**src/rtl/lsm_step_scheduler.sv**
```systemverilog
// Longstaff-Schwartz backward-induction sequencer for one lane: walks steps
// N_STEPS-1..0, fetches beta per step and streams path indices to the datapath.
module lsm_step_scheduler #(
    parameter int N_STEPS = 64,
    parameter int N_PATHS = 1024,
    parameter int MAX_OUT = 8,
    parameter int LANE_ID = 0,
    localparam int SW = (N_STEPS > 1) ? $clog2(N_STEPS) : 1,
    localparam int PW = (N_PATHS > 1) ? $clog2(N_PATHS) : 1
) (
    input  logic          clk,
    input  logic          rst_n,
    input  logic          start,
    input  logic          abort,
    output logic          beta_req,
    input  logic          beta_ack,
    output logic          iss_valid,
    input  logic          iss_ready,
    output logic [SW-1:0] step_idx,
    output logic [PW-1:0] path_idx,
    input  logic          res_valid,
    output logic          res_ready,
    output logic          busy,
    output logic          done,
    output logic          err,
    output logic [7:0]    lane_id_out
);

    localparam int OW = $clog2(MAX_OUT + 1);
    localparam int CW = $clog2(N_PATHS + 2);

    localparam logic [2:0] S_IDLE  = 3'd0;
    localparam logic [2:0] S_BETA  = 3'd1;
    localparam logic [2:0] S_ISSUE = 3'd2;
    localparam logic [2:0] S_DRAIN = 3'd3;
    localparam logic [2:0] S_FIN   = 3'd4;

    localparam logic [SW-1:0] SLAST = SW'(N_STEPS - 1);
    localparam logic [PW-1:0] PLAST = PW'(N_PATHS - 1);
    localparam logic [OW-1:0] OMAX  = OW'(MAX_OUT);
    localparam logic [CW-1:0] NP    = CW'(N_PATHS);

    logic [2:0]    state_q, state_d;
    logic [SW-1:0] step_q, step_d;
    logic [PW-1:0] path_q, path_d;
    logic [OW-1:0] out_q, out_d;
    logic [CW-1:0] cnt_q, cnt_d;
    logic          err_q, err_d;

    logic          iss_fire, ret_fire;
    logic [CW-1:0] cnt_inc;

    assign beta_req    = (state_q == S_BETA);
    assign iss_valid   = (state_q == S_ISSUE) && (out_q < OMAX);
    assign res_ready   = (state_q == S_ISSUE) || (state_q == S_DRAIN);
    assign busy        = (state_q != S_IDLE);
    assign done        = (state_q == S_FIN);
    assign err         = err_q;
    assign step_idx    = step_q;
    assign path_idx    = path_q;
    assign lane_id_out = 8'(LANE_ID);

    assign iss_fire = iss_valid && iss_ready;
    assign ret_fire = res_valid && res_ready;
    assign cnt_inc  = cnt_q + {{(CW-1){1'b0}}, ret_fire};

    always_comb begin
        state_d = state_q;
        step_d  = step_q;
        path_d  = path_q;
        out_d   = out_q;
        cnt_d   = cnt_q;
        err_d   = err_q;

        if (res_valid && (state_q == S_IDLE || state_q == S_BETA))
            err_d = 1'b1;
        if (ret_fire && out_q == '0)
            err_d = 1'b1;
        if (cnt_inc > NP)
            err_d = 1'b1;

        // Concurrent issue and return cancel; never underflow on a stray return.
        unique case ({iss_fire, ret_fire})
            2'b10:   out_d = out_q + 1'b1;
            2'b01:   out_d = (out_q != '0) ? out_q - 1'b1 : out_q;
            default: out_d = out_q;
        endcase
        if (ret_fire && cnt_q <= NP)
            cnt_d = cnt_inc;

        unique case (state_q)
            S_IDLE: begin
                if (start) begin
                    step_d  = SLAST;
                    state_d = S_BETA;
                end
            end
            S_BETA: begin
                if (beta_ack) begin
                    path_d  = '0;
                    cnt_d   = '0;
                    state_d = S_ISSUE;
                end
            end
            S_ISSUE: begin
                if (iss_fire) begin
                    if (path_q == PLAST)
                        state_d = S_DRAIN;
                    else
                        path_d = path_q + 1'b1;
                end
            end
            S_DRAIN: begin
                if (cnt_inc >= NP) begin
                    if (step_q == '0) begin
                        state_d = S_FIN;
                    end else begin
                        step_d  = step_q - 1'b1;
                        state_d = S_BETA;
                    end
                end
            end
            S_FIN: begin
                step_d  = '0;
                path_d  = '0;
                out_d   = '0;
                cnt_d   = '0;
                state_d = S_IDLE;
            end
            default: state_d = S_IDLE;
        endcase

        if (abort && state_q != S_IDLE) begin
            state_d = S_IDLE;
            step_d  = '0;
            path_d  = '0;
            out_d   = '0;
            cnt_d   = '0;
        end
    end

    always_ff @(posedge clk or negedge rst_n) begin
        if (!rst_n) begin
            state_q <= S_IDLE;
            step_q  <= '0;
            path_q  <= '0;
            out_q   <= '0;
            cnt_q   <= '0;
            err_q   <= 1'b0;
        end else begin
            state_q <= state_d;
            step_q  <= step_d;
            path_q  <= path_d;
            out_q   <= out_d;
            cnt_q   <= cnt_d;
            err_q   <= err_d;
        end
    end

endmodule

```
**config.mk**
```make
export PLATFORM = sky130hd
export DESIGN_NAME = lsm_step_scheduler
export DESIGN_NICKNAME = d
export VERILOG_FILES = /design/src/rtl/lsm_step_scheduler.sv
export SDC_FILE = /design/constraint.sdc
export NUM_CORES = 1
export LEC_CHECK = 0
export BUFFER_PORTS_ARGS = -buffer_cell sky130_fd_sc_hd__buf_4
export CAP_MARGIN = 0
export CELL_PAD_IN_SITES_DETAIL_PLACEMENT = 1
export CELL_PAD_IN_SITES_GLOBAL_PLACEMENT = 2
export CORE_MARGIN = 3
export CORE_UTILIZATION = 37
export DETAILED_ROUTE_END_ITERATION = 10
export GPL_TIMING_DRIVEN = 0
export HOLD_SLACK_MARGIN = 0.1
export PLACE_DENSITY = 0.93
export SYNTH_ARGS = -nofsm -noshare
export SYNTH_HDL_FRONTEND = slang
export SYNTH_SLANG_ARGS = --single-unit
```
**constraint.sdc**
```tcl
create_clock -name clk -period 5.9 [get_ports clk]
set_input_delay 1.18 -clock clk [delete_from_list [all_inputs] [get_ports clk]]
set_output_delay 1.18 -clock clk [all_outputs]
set_load 0.02 [all_outputs]
```
# Word-level counts from Yosys, hierarchy flattened
# Index checks and enable logic that the tools add are counted.
[classes]
n_reduce_logical = 22
eq_ne = 15
n_lt_le_gt_ge = 4
add_sub_neg = 5
muxes = 29
[op_table]
columns = ["operator", "count"]
rows = [
  ["10-bit 2-to-1 mux", 4],
  ["11-bit 2-to-1 mux", 3],
  ["10-bit one-hot mux with 3 select lines", 1],
  ["6-bit 2-to-1 mux", 4],
  ["11-bit one-hot mux with 2 select lines", 1],
  ["3-bit 2-to-1 mux", 7],
  ["6-bit one-hot mux with 3 select lines", 1],
  ["4-bit nonzero test", 4],
  ["4-bit 2-to-1 mux", 3],
  ["3-bit by 2-bit inequality test with 1-bit output (second input constant)", 4],
  ["3-bit one-hot mux with 4 select lines", 1],
  ["11-bit by 1-bit adder with 11-bit output", 1],
  ["11-bit greater-or-equal comparator (second input constant)", 1],
  ["11-bit greater-than comparator (second input constant)", 1],
  ["11-bit less-or-equal comparator (second input constant)", 1],
  ["10-bit by 1-bit adder with 10-bit output (second input constant)", 1],
  ["10-bit equality test (second input constant)", 1],
  ["3-bit by 1-bit inequality test with 1-bit output (second input constant)", 3],
  ["4-bit one-hot mux with 2 select lines", 1],
  ["4-bit AND reduction", 2],
  ["1-bit logical AND", 7],
  ["3-bit by 2-bit equality test with 1-bit output (second input constant)", 2],
  ["6-bit logical NOT", 1],
  ["3-bit nonzero test", 2],
  ["15 further kinds", 18],
]
[word_totals]
word_cells = 81
reg_bits = 35
output_inout_bits = 30
in_bits = 7

# Longest topological paths before layout
# Gate-level depths: netlist of run 1.
[logic_depth]
depth_word = 8
depth_mapped = 14
mapped_depth_nobuf = 11

# Worst setup path before layout of run 1
# No wires, ideal clock.
[synth_path]
path_type = "input to register"
from = "in res_valid"
to = "reg step_q[0] (netlist: step_idx[0])"
path_buffers = 3
arrival_ns = 3.368
required_ns = 5.775
path_stages = 12
setup_ns = 0.125
slack_ns = 2.407
path_cell_list = "nand2_1 -> clkbuf_1 -> inv_1 -> ha_1 -> ha_1 -> buf_2 -> nand4_4 -> o31a_1 -> o31ai_4 -> or2_1 -> buf_6 -> mux2_4"
[synth_via]
elab_chain_len = 5
[synth_lines]
columns = ["element", "line", "rtl"]
rows = [
  ["start: declaration", "21", "input logic res_valid,"],
  ["1-bit logical AND", "64", "assign ret_fire = res_valid && res_ready;"],
  ["11-bit by 1-bit adder with 11-bit output", "65", "assign cnt_inc = cnt_q + {{(CW-1){1'b0}}, ret_fire};"],
  ["11-bit greater-or-equal comparator", "114", "if (cnt_inc >= NP) begin"],
  ["3-bit by 1-bit inequality test with 1-bit output (no line)", "--", ""],
  ["4-bit AND reduction (no line)", "--", ""],
  ["end signal: assignment", "152", "step_q <= step_d;"],
  ["end: declaration", "44", "logic [SW-1:0] step_q, step_d;"],
]
# Every way passes these cells.
# A chain may end at the register's enable or synchronous reset.

# Final worst setup path of run 1
# Same ends and word-level chain as after synthesis.

==> results.json, run 1 <==
{
  "status": "completed",
  "dp_hpwl_mm": 4.65,
  "worst_hold_slack_ns": 0.532,
  "period_share": 0.628,
  "finalPower_uw": 1000,
  "vias_per_cell": 5.46,
  "cts_sinks": 35,
  "gr-total-overflow": 0,
  "fp.coreArea_um2": 6060,
  "clk_pin_slew_ns": 0.07,
  "avgSynthCellArea_um2": 8.65,
  "firstDrtPassIters": 4,
  "avgRoutedWirePerCell_um": 15.8,
  "nets": 331,
  "slew_headroom": 0.426,
  "postCtsSetupRepairBufs": 0,
  "wirelength_mm": 6.20,
  "diodes": 0,
  "fillers": 742,
  "regArea_um2": 876,
  "final_util": 0.464,
  "max_freq_ghz": 0.270,
  "min_period_ns": 3.71,
  "grt_pass1_wl_mm": 10.7,
  "yosysWarnings": 0,
  "power_density_nw_per_um2": 357,
  "clock_path_buffers": 2,
  "initialDrtViolationCount": 72,
  "grtUsageTotal": 0.178,
  "r2r_setup_slack_ns": 2.39,
  "cp.arrival_ns": 3.89,
  "drc_errors": 0,
  "ant_nets": 0,
  "cts_hold_buf": 0,
  "cp.required_ns": 6.08,
  "holdCritPathClass": "reg2reg",
  "die_y_um": 86.2,
  "hold_violations": 0,
  "drive_gt1_frac": 0.195,
  "multiInputGateArea_um2": 1370,
  "place_congestion": 0.800,
  "antenna_found_initial": 0,
  "startpoint_type": "input pin",
  "path_class": "in2reg",
  "via_count": 2145,
  "cts_buffers": 5,
  "synth-edff-count": 0,
  "maxCapViolations": 0,
  "syn2layout_area_growth_pct": 18.1,
  "hold_path_end": "path_idx[6]",
  "die-area_um2": 7430,
  "end_kind": "flip-flop",
  "worstMarginPinSlew_ns": 0.850,
  "finalSetupViolCount": 0,
  "irDropWorstVdd_mv": 0.192,
  "hold_depth": 1,
  "ctsHtreeMaxLevel": 2,
  "finalSetupTns_ns": 0,
  "hp-start": "path_idx[6]",
  "r2r-start": "state_q[2]",
  "rows": 28,
  "skew_ns": 0.00695,
  "rsz0062_at_grt": "false",
  "netlist_area_um2": 2380,
  "io_buffers": 28,
  "die_x_um": 86.2,
  "stdcell_area_um2": 2810,
  "clock_latency_ns": 0.29,
  "start_util": 0.393,
  "synth_seq_area_share": 0.368,
  "ys_seq_elements": 35,
  "pin_count": 37,
  "cts_tree": "built",
  "dominantRegCellSynth": "dfrtp_1",
  "grt_max_degree": 36,
  "grt_pass1_vias": 2191,
  "p_leak_uw": 0.00127,
  "async_flop_share": 1.00,
  "critPathMaxFanout": 10,
  "syn_inst": 275,
  "yosysUniqueCellTypes": 58,
  "post_dp_cell_area_um2": 2710,
  "cts_resized": 0,
  "root_buffer": "clkbuf_8",
  "reg2reg_to": "step_idx[0]",
  "slew_viol_final": 0,
  "reg2reg_depth": 14
}
==> through the flow <==
| step | cells | setup WS [ns] |
|---|---|---|
| 4_1_cts | 393 | 2.18 |
| 6_report | 393 | 2.19 |
| 5_1_grt | 393 | 2.01 |
| 3_3_place_gp | 385 | 1.92 |
| 2_1_floorplan | 282 | 2.41 |
| 3_5_place_dp | 385 | 1.87 |
==> sequential cells by signal, summed over array words and instances, names as in the netlist <==
name      count
state_q       3
step_idx      6
path_idx     10
err           1
out_q         4
cnt_q        11
==> power breakdown <==
group / leakage (uW) / switching (uW) / total [uW] / internal [uW]
clock network: 0.0000515 / 90.3 / 197 / 107
logic: 0.000762 / 269 / 470 / 200
registers: 0.000460 / 54.7 / 336 / 282
total: 0.00127 / 414 / 1000 / 589
==> synthesized netlist by cell type (4+ instances only) <==
master    count  area (um2)
nor4_1        4        25.0
a31oi_1       6        37.5
xnor2_1      10        87.6
nand2_1      18        67.6
and3_1        6        37.5
dfrtp_1      35         876
nor3_1       17        85.1
nor2_1       31         116
ha_1          6        75.1
clkbuf_1      4        15.0
a21oi_1      19        95.1
buf_4         8        60.1
o21ai_0       5        25.0
or3_1         4        25.0
inv_1         9        33.8
o21ai_1       9        45.0
buf_2         7        35.0
o31ai_1       4        30.0
nand3_1      12        60.1
o22a_1        5        43.8
==> critical path: stages <==
cell and delay, ns:
buf_4 0.11, nand2_1 0.12, clkbuf_1 0.25, inv_1 0.10
ha_1 0.21, ha_1 0.16, buf_2 0.20, nand4_4 0.16
o31a_1 0.36, o31ai_4 0.43, or2_1 0.18, buf_6 0.13
mux2_4 0.29
==> kinds of logic (layout without fill, tap and decap cells) <==
| group | after synthesis | in the layout | synth area share |
|---|---|---|---|
| adder cells (fa/ha/maj) | 7 | 7 | 0.0400 |
| buffers and inverters | 30 | 66 | 0.0668 |
| XOR/XNOR | 11 | 11 | 0.0405 |
| other | 1 | 8 | 0.00158 |
| AND/OR/NAND/NOR | 119 | 119 | 0.268 |
| multiplexers | 5 | 5 | 0.0263 |
| AO/OA/AOI/OAI | 67 | 67 | 0.189 |
| flip-flops | 35 | 35 | 0.368 |
==> cells in the final DEF (no fill, tap or decap), drive strengths merged, types with 12 or more instances in the layout <==
cell / count
buf: 44
nand3: 12
nor3: 17
nor2: 31
dfrtp: 35
nand2: 18
a21oi: 19
clkbuf: 12
o21ai: 14
==> worst max path at each step <==
stage	from	depth (start not counted)	end	slack (ns)
finish	res_valid	13	step_idx[0]	2.19
global route	res_valid	13	step_idx[1]	2.01
CTS	res_valid	13	step_idx[0]	2.18
detailed placement	res_valid	13	step_idx[0]	1.87
global placement	res_valid	13	step_idx[1]	1.92
floorplan	res_valid	12	step_idx[0]	2.41
==> layer usage <==
| metal | GRT usage | share of wire | vias up |
|---|---|---|---|
| li1 | - | - | 1062 |
| met4 | 0.0467 | 0.0095 | 0 |
| met2 | 0.297 | 0.47 | 30 |
| met1 | 0.237 | 0.48 | 1047 |
| met3 | 0.0361 | 0.036 | 6 |
| met5 | 0 | 0 | - |
==> layout make-up <==
class,count,share of cell area
multi-input combinational,217,0.488
sequential,35,0.312
timing repair buffer,28,0.0748
buffer,20,0.0432
clock buffer,8,0.0356
tap,75,0.0334
inverter,10,0.0134
No activity file was read; power rests on OpenSTA's default activity.
==> run 2: changes to the inputs <==
--- a/config.mk
+++ b/config.mk
@@ -10,11 +10,11 @@
 export CELL_PAD_IN_SITES_DETAIL_PLACEMENT = 1
 export CELL_PAD_IN_SITES_GLOBAL_PLACEMENT = 2
 export CORE_MARGIN = 3
-export CORE_UTILIZATION = 37
+export CORE_UTILIZATION = 31
 export DETAILED_ROUTE_END_ITERATION = 10
 export GPL_TIMING_DRIVEN = 0
 export HOLD_SLACK_MARGIN = 0.1
-export PLACE_DENSITY = 0.93
+export PLACE_DENSITY = 0.84
 export SYNTH_ARGS = -nofsm -noshare
 export SYNTH_HDL_FRONTEND = slang
 export SYNTH_SLANG_ARGS = --single-unit
==> constraint.sdc (replaced) <==
create_clock -name clk -period 3.4 [get_ports clk]
set_input_delay 0.68 -clock clk [delete_from_list [all_inputs] [get_ports clk]]
set_output_delay 0.68 -clock clk [all_outputs]
set_load 0.02 [all_outputs]
==> run 2 against run 1 <==
Final area is 1.5% higher; largest cell class unchanged; critical path depth stayed put; sequential power is 73% higher; largest power group unchanged; die area is 18% higher; global-route usage is 2.5 points lower; worst setup slack worse by 1.9 ns.
==> results.json, run 2 (synthesis results as in run 1) <==
{
  "maxCapViolations": 0,
  "p_leak_uw": 0.00128,
  "die_x_um": 93.6,
  "vias_per_cell": 5.19,
  "timing.final.ws_setup_ns": 0.279,
  "period_share": 0.918,
  "root_buffer": "clkbuf_8",
  "cts_sinks": 35,
  "cts_tree": "built",
  "avgRoutedWirePerCell_um": 15.1,
  "cpPeakStageDelay_ns": 0.39,
  "die_y_um": 93.6,
  "power_density_nw_per_um2": 617,
  "antenna_found_initial": 0,
  "min_period_ns": 3.12,
  "critPathMaxFanout": 13,
  "fillers": 867,
  "final_cell_mix": "37 x buf_4, 35 x dfrtp_1, 31 x nor2_1, 19 x a21oi_1",
  "initialDrtViolationCount": 89,
  "slew_viol_final": 0,
  "grtUsageTotal": 0.154,
  "ant_nets": 0,
  "ctsHtreeMaxLevel": 2,
  "path_cells": "nand2b_1, inv_2, nand2_4, inv_1, ha_1, ha_1, buf_2, nand4_4, o31a_1, o31ai_4, or2_1, buf_6, mux2_4",
  "die-area_um2": 8760,
  "grt_max_degree": 36,
  "grt_pass1_vias": 2163,
  "dp_hpwl_mm": 4.75,
  "clk_pin_slew_ns": 0.08,
  "path_class": "reg2reg",
  "wirelength_mm": 6.29,
  "largest_reg_flops": 11,
  "clock_path_buffers": 2,
  "syn2layout_area_growth_pct": 19.8,
  "path_common_cell": "ha_1",
  "cp.arrival_ns": 3.28,
  "rows": 31,
  "skew_ns": 0.00773,
  "startpoint_type": "flip-flop",
  "top_register": "cnt_q",
  "holdCritPathClass": "in2async",
  "path_buf_inv": 4,
  "slew_headroom": 0.452,
  "status": "completed",
  "regArea_um2": 876,
  "diodes": 0,
  "rsz0062_at_grt": "false",
  "max_freq_ghz": 0.320,
  "hold_violations": 0,
  "drc_errors": 0,
  "start_util": 0.325,
  "cts_buffers": 5,
  "cp_top_family": "simple AND/OR/NAND/NOR gates",
  "fp.coreArea_um2": 7330,
  "finalSetupViolCount": 0,
  "pin_count": 37,
  "gr-total-overflow": 0,
  "finalPower_uw": 1760,
  "nets": 331,
  "cp.required_ns": 3.56,
  "pre_cts_ws_ns": -0.197,
  "reg2reg_to": "step_idx[0]",
  "layout_commonest_cell": "buf_4",
  "clock_latency_ns": 0.28,
  "firstDrtPassIters": 4,
  "r2r_setup_slack_ns": 0.28,
  "via_count": 2164,
  "cts_hold_buf": 0,
  "reg2reg_depth": 13,
  "end_kind": "flip-flop",
  "multiInputGateArea_um2": 1380,
  "drive_gt1_frac": 0.201,
  "io_buffers": 28,
  "grt_pass1_wl_mm": 10.9,
  "worstMarginPinSlew_ns": 0.811,
  "place_congestion": 0.785,
  "irDropWorstVdd_mv": 0.183,
  "r2r-start": "state_q[2]",
  "critPathSlowestCell": "dfrtp_1"
}
-- run 2: changes by cell type in the layout (fill, tap and decap cells not counted) --
| cell | before | now |
|---|---|---|
| nand2_1 | 18 | 17 |
| clkbuf_1 | 5 | 4 |
| buf_4 | 36 | 37 |
| nand2_4 | 0 | 1 |
-- run 2: metrics by stage --
| step | util | hold slack [ns] | area [um2] | std cells | setup TNS (ns) |
|---|---|---|---|---|---|
| 4_1_cts | 0.388 | 0.371 | 2840 | 417 | 0 |
| 5_1_grt | 0.389 | 0.393 | 2850 | 417 | 0 |
| 3_5_place_dp | 0.374 | 0.532 | 2740 | 409 | -0.393 |
| 6_report | 0.389 | 0.351 | 2850 | 417 | 0 |
| 3_3_place_gp | 0.374 | 0.528 | 2740 | 409 | -0.305 |
| 2_1_floorplan | - | 0.384 | 2410 | 282 | 0 |
-- run 2: how the worst max path moves through the flow --
stage                          start          end  slack [ns]  depth (start not counted)
after floorplan           state_q[2]  step_idx[0]        0.32                         14
after global placement    state_q[2]  step_idx[1]       -0.15                         14
after detailed placement  state_q[2]  step_idx[1]       -0.20                         14
after CTS                 state_q[2]  step_idx[0]        0.08                         13
after global routing      state_q[2]  step_idx[0]        0.07                         13
final                     state_q[2]  step_idx[0]        0.28                         13
-- run 2: repair_timing --
action / 4_1_cts / 5_1_grt
pin swaps: 1 / 0
endpoints found under the setup margin: 4 / 8
hold endpoints to repair: 0 / 0
setup buffers: 1 / 0
gates resized for setup: 0 / 2
-- run 2: worst reg2reg max path, stage by stage (launching register included) --
cell      delay (ns)
dfrtp_1         0.39
nand2b_1        0.27
inv_2           0.20
nand2_4         0.13
inv_1           0.08
ha_1            0.22
ha_1            0.16
buf_2           0.20
nand4_4         0.16
o31a_1          0.36
o31ai_4         0.28
or2_1           0.15
buf_6           0.13
mux2_4          0.29
-- run 2: cell type report --
type                            instances  area share
Buffer                                 19      0.0412
Clock buffer                            8      0.0351
Inverter                               10      0.0132
Multi-Input combinational cell        217       0.484
Sequential cell                        35       0.307
Tap cell                               99      0.0434
Timing Repair Buffer                   29      0.0763
-- run 2: where the power goes --
group | internal [uW] | total [uW] | switching [uW]
Combinational | 356 | 843 | 488
Clock | 185 | 335 | 150
Sequential | 489 | 580 | 91.8
-- run 2: routing by layer --
| metal | global-route usage | vias up | part of all wire |
|---|---|---|---|
| met5 | 0 | - | 0 |
| met4 | 0.0313 | 0 | 0.0046 |
| met3 | 0.0201 | 4 | 0.029 |
| met2 | 0.254 | 24 | 0.48 |
| met1 | 0.215 | 1064 | 0.49 |
| li1 | - | 1072 | - |
==> run 3: changes to the inputs <==
--- a/config.mk
+++ b/config.mk
@@ -14,6 +14,7 @@
 export DETAILED_ROUTE_END_ITERATION = 10
 export GPL_TIMING_DRIVEN = 0
 export HOLD_SLACK_MARGIN = 0.1
+export MAX_ROUTING_LAYER = met4
 export PLACE_DENSITY = 0.84
 export SYNTH_ARGS = -nofsm -noshare
 export SYNTH_HDL_FRONTEND = slang
==> run 3 against run 2 <==
Global-route usage increased by 0.42 points; routed wire length decreased by 0.13%; combinational power about the same; register-to-register slack about the same; sequential share of layout area unchanged; non-clock buffer count unchanged; core utilization unchanged; via count decreased by 0.42%; final cell count unchanged; critical path type unchanged.
==> results.json, run 3 (synthesis results as in run 1) <==
{
  "cpPeakStageDelay_ns": 0.39,
  "netSwitchingFraction": 0.416,
  "ant_nets": 0,
  "root_buffer": "clkbuf_8",
  "cp.required_ns": 3.57,
  "fp.coreArea_um2": 7330,
  "met1_length_mm": 3.07,
  "gr-total-overflow": 0,
  "wirelength_mm": 6.28,
  "diodes": 0,
  "maxCapViolations": 0,
  "worst_hold_slack_ns": 0.349,
  "grt_pass1_wl_mm": 10.9,
  "fillers": 867,
  "dp_hpwl_mm": 4.75,
  "met3_length_um": 169,
  "pin_count": 37,
  "grt_max_degree": 36,
  "slew_headroom": 0.453,
  "via_count": 2155,
  "critPathMaxFanout": 13,
  "hold_violations": 0,
  "cts_sinks": 35,
  "startpoint_type": "flip-flop",
  "cts_tree": "built",
  "highest_layer": "met4",
  "period_share": 0.918,
  "r2r_setup_slack_ns": 0.28,
  "place_congestion": 0.796,
  "irDropWorstVdd_mv": 0.184,
  "wl_met2_mm": 3.01,
  "intPower_uw": 1030,
  "clock_path_buffers": 2,
  "grtUsageTotal": 0.158,
  "finalSetupViolCount": 0,
  "slew_viol_final": 0,
  "critPathSlowestCell": "dfrtp_1",
  "drive_gt1_frac": 0.201,
  "firstDrtPassIters": 4,
  "worstMarginPinSlew_ns": 0.810,
  "path_cells": "nand2b_1, inv_2, nand2_4, inv_1, ha_1, ha_1, buf_2, nand4_4, o31a_1, o31ai_4, or2_1, buf_6, mux2_4",
  "path_buf_inv": 4,
  "ctsHtreeMaxLevel": 2,
  "max_freq_ghz": 0.321,
  "initialDrtViolationCount": 91,
  "drc_errors": 0,
  "cp.arrival_ns": 3.29,
  "combPwrFrac": 0.479,
  "cp_top_family": "simple AND/OR/NAND/NOR gates",
  "skew_ns": 0.00802,
  "clk_pin_slew_ns": 0.08,
  "rsz0062_at_grt": "false",
  "layout_commonest_cell": "buf_4",
  "p_clk_frac": 0.191,
  "path_class": "reg2reg",
  "power_density_nw_per_um2": 618,
  "cts_buffers": 5,
  "grt_pass1_vias": 2166,
  "min_period_ns": 3.12,
  "clock_latency_ns": 0.28,
  "finalSetupTns_ns": 0,
  "avgRoutedWirePerCell_um": 15.1,
  "vias_per_cell": 5.17,
  "start_util": 0.325,
  "status": "completed",
  "p_sw_uw": 732,
  "end_kind": "flip-flop",
  "syn2layout_area_growth_pct": 19.8,
  "stdcell_area_um2": 2850,
  "seq_power_share": 0.330,
  "final_cell_mix": "37 x buf_4, 35 x dfrtp_1, 31 x nor2_1, 19 x a21oi_1",
  "antenna_found_initial": 0,
  "rows": 31,
  "die_x_um": 93.6,
  "top_register": "cnt_q",
  "io_buffers": 28,
  "post_dp_cell_area_um2": 2740,
  "die-area_um2": 8760,
  "path_common_cell": "ha_1",
  "nets": 331,
  "largest_reg_flops": 11,
  "holdCritPathClass": "in2async",
  "p_leak_uw": 0.00128,
  "die_y_um": 93.6
}
-- run 3: power groups by stage --
stage / Clock [uW] / Combinational, uW / Sequential [uW]
floorplan: 0 / 537 / 615
global placement: 0 / 819 / 587
detailed placement: 0 / 835 / 589
CTS: 349 / 849 / 580
global route: 367 / 929 / 596
finish: 337 / 844 / 581
-- run 3: worst register-to-register path: stages (launching register included) --
cell      delay, ns
dfrtp_1        0.39
nand2b_1       0.27
inv_2          0.20
nand2_4        0.13
inv_1          0.08
ha_1           0.22
ha_1           0.16
buf_2          0.20
nand4_4        0.16
o31a_1         0.36
o31ai_4        0.28
or2_1          0.15
buf_6          0.13
mux2_4         0.29
-- run 3: what timing repair did --
action,CTS,global route
endpoints found under the hold margin,0,0
endpoints found under the setup margin,4,8
setup buffers,1,0
resized for setup,0,2
hold buffers,0,0
pin swaps,1,0
-- run 3: final cells by class --
cell class              count  area (um2)  share of cell area
plain buffers              19         118              0.0412
repair buffers             29         218              0.0763
multi-input cells         217        1380               0.484
inverters                  10        37.5              0.0132
well taps                  99         124              0.0434
flip-flops and latches     35         876               0.307
clock buffers               8         100              0.0351
-- run 3: stage by stage --
stage	util	std cells	worst slack, ns	total power [uW]
final	0.389	417	0.280	1760
after CTS	0.388	417	0.0821	1780
after detailed placement	0.374	409	-0.197	1420
after global routing	0.389	417	0.0728	1890
after floorplan	-	282	0.322	1150
after global placement	0.374	409	-0.153	1410
-- run 3: worst paths after layout --
kind / start / endpoint / cells after the start
setup / recovery: state_q[2] / step_idx[0] / 13
hold / removal: rst_n / path_idx[7] / 1
setup reg to reg: state_q[2] / step_idx[0] / 13
hold reg to reg: path_idx[6] / path_idx[6] / 1
max in group asynchronous: rst_n / out_q[2] / 1
min in group clk: path_idx[6] / path_idx[6] / 1
-- run 3: metal layers --
| layer | vias up | track usage |
|---|---|---|
| li1 | 1073 | - |
| met1 | 1057 | 0.215 |
| met2 | 21 | 0.254 |
| met3 | 4 | 0.0201 |
| met4 | 0 | 0.0313 |
| met5 | - | - |
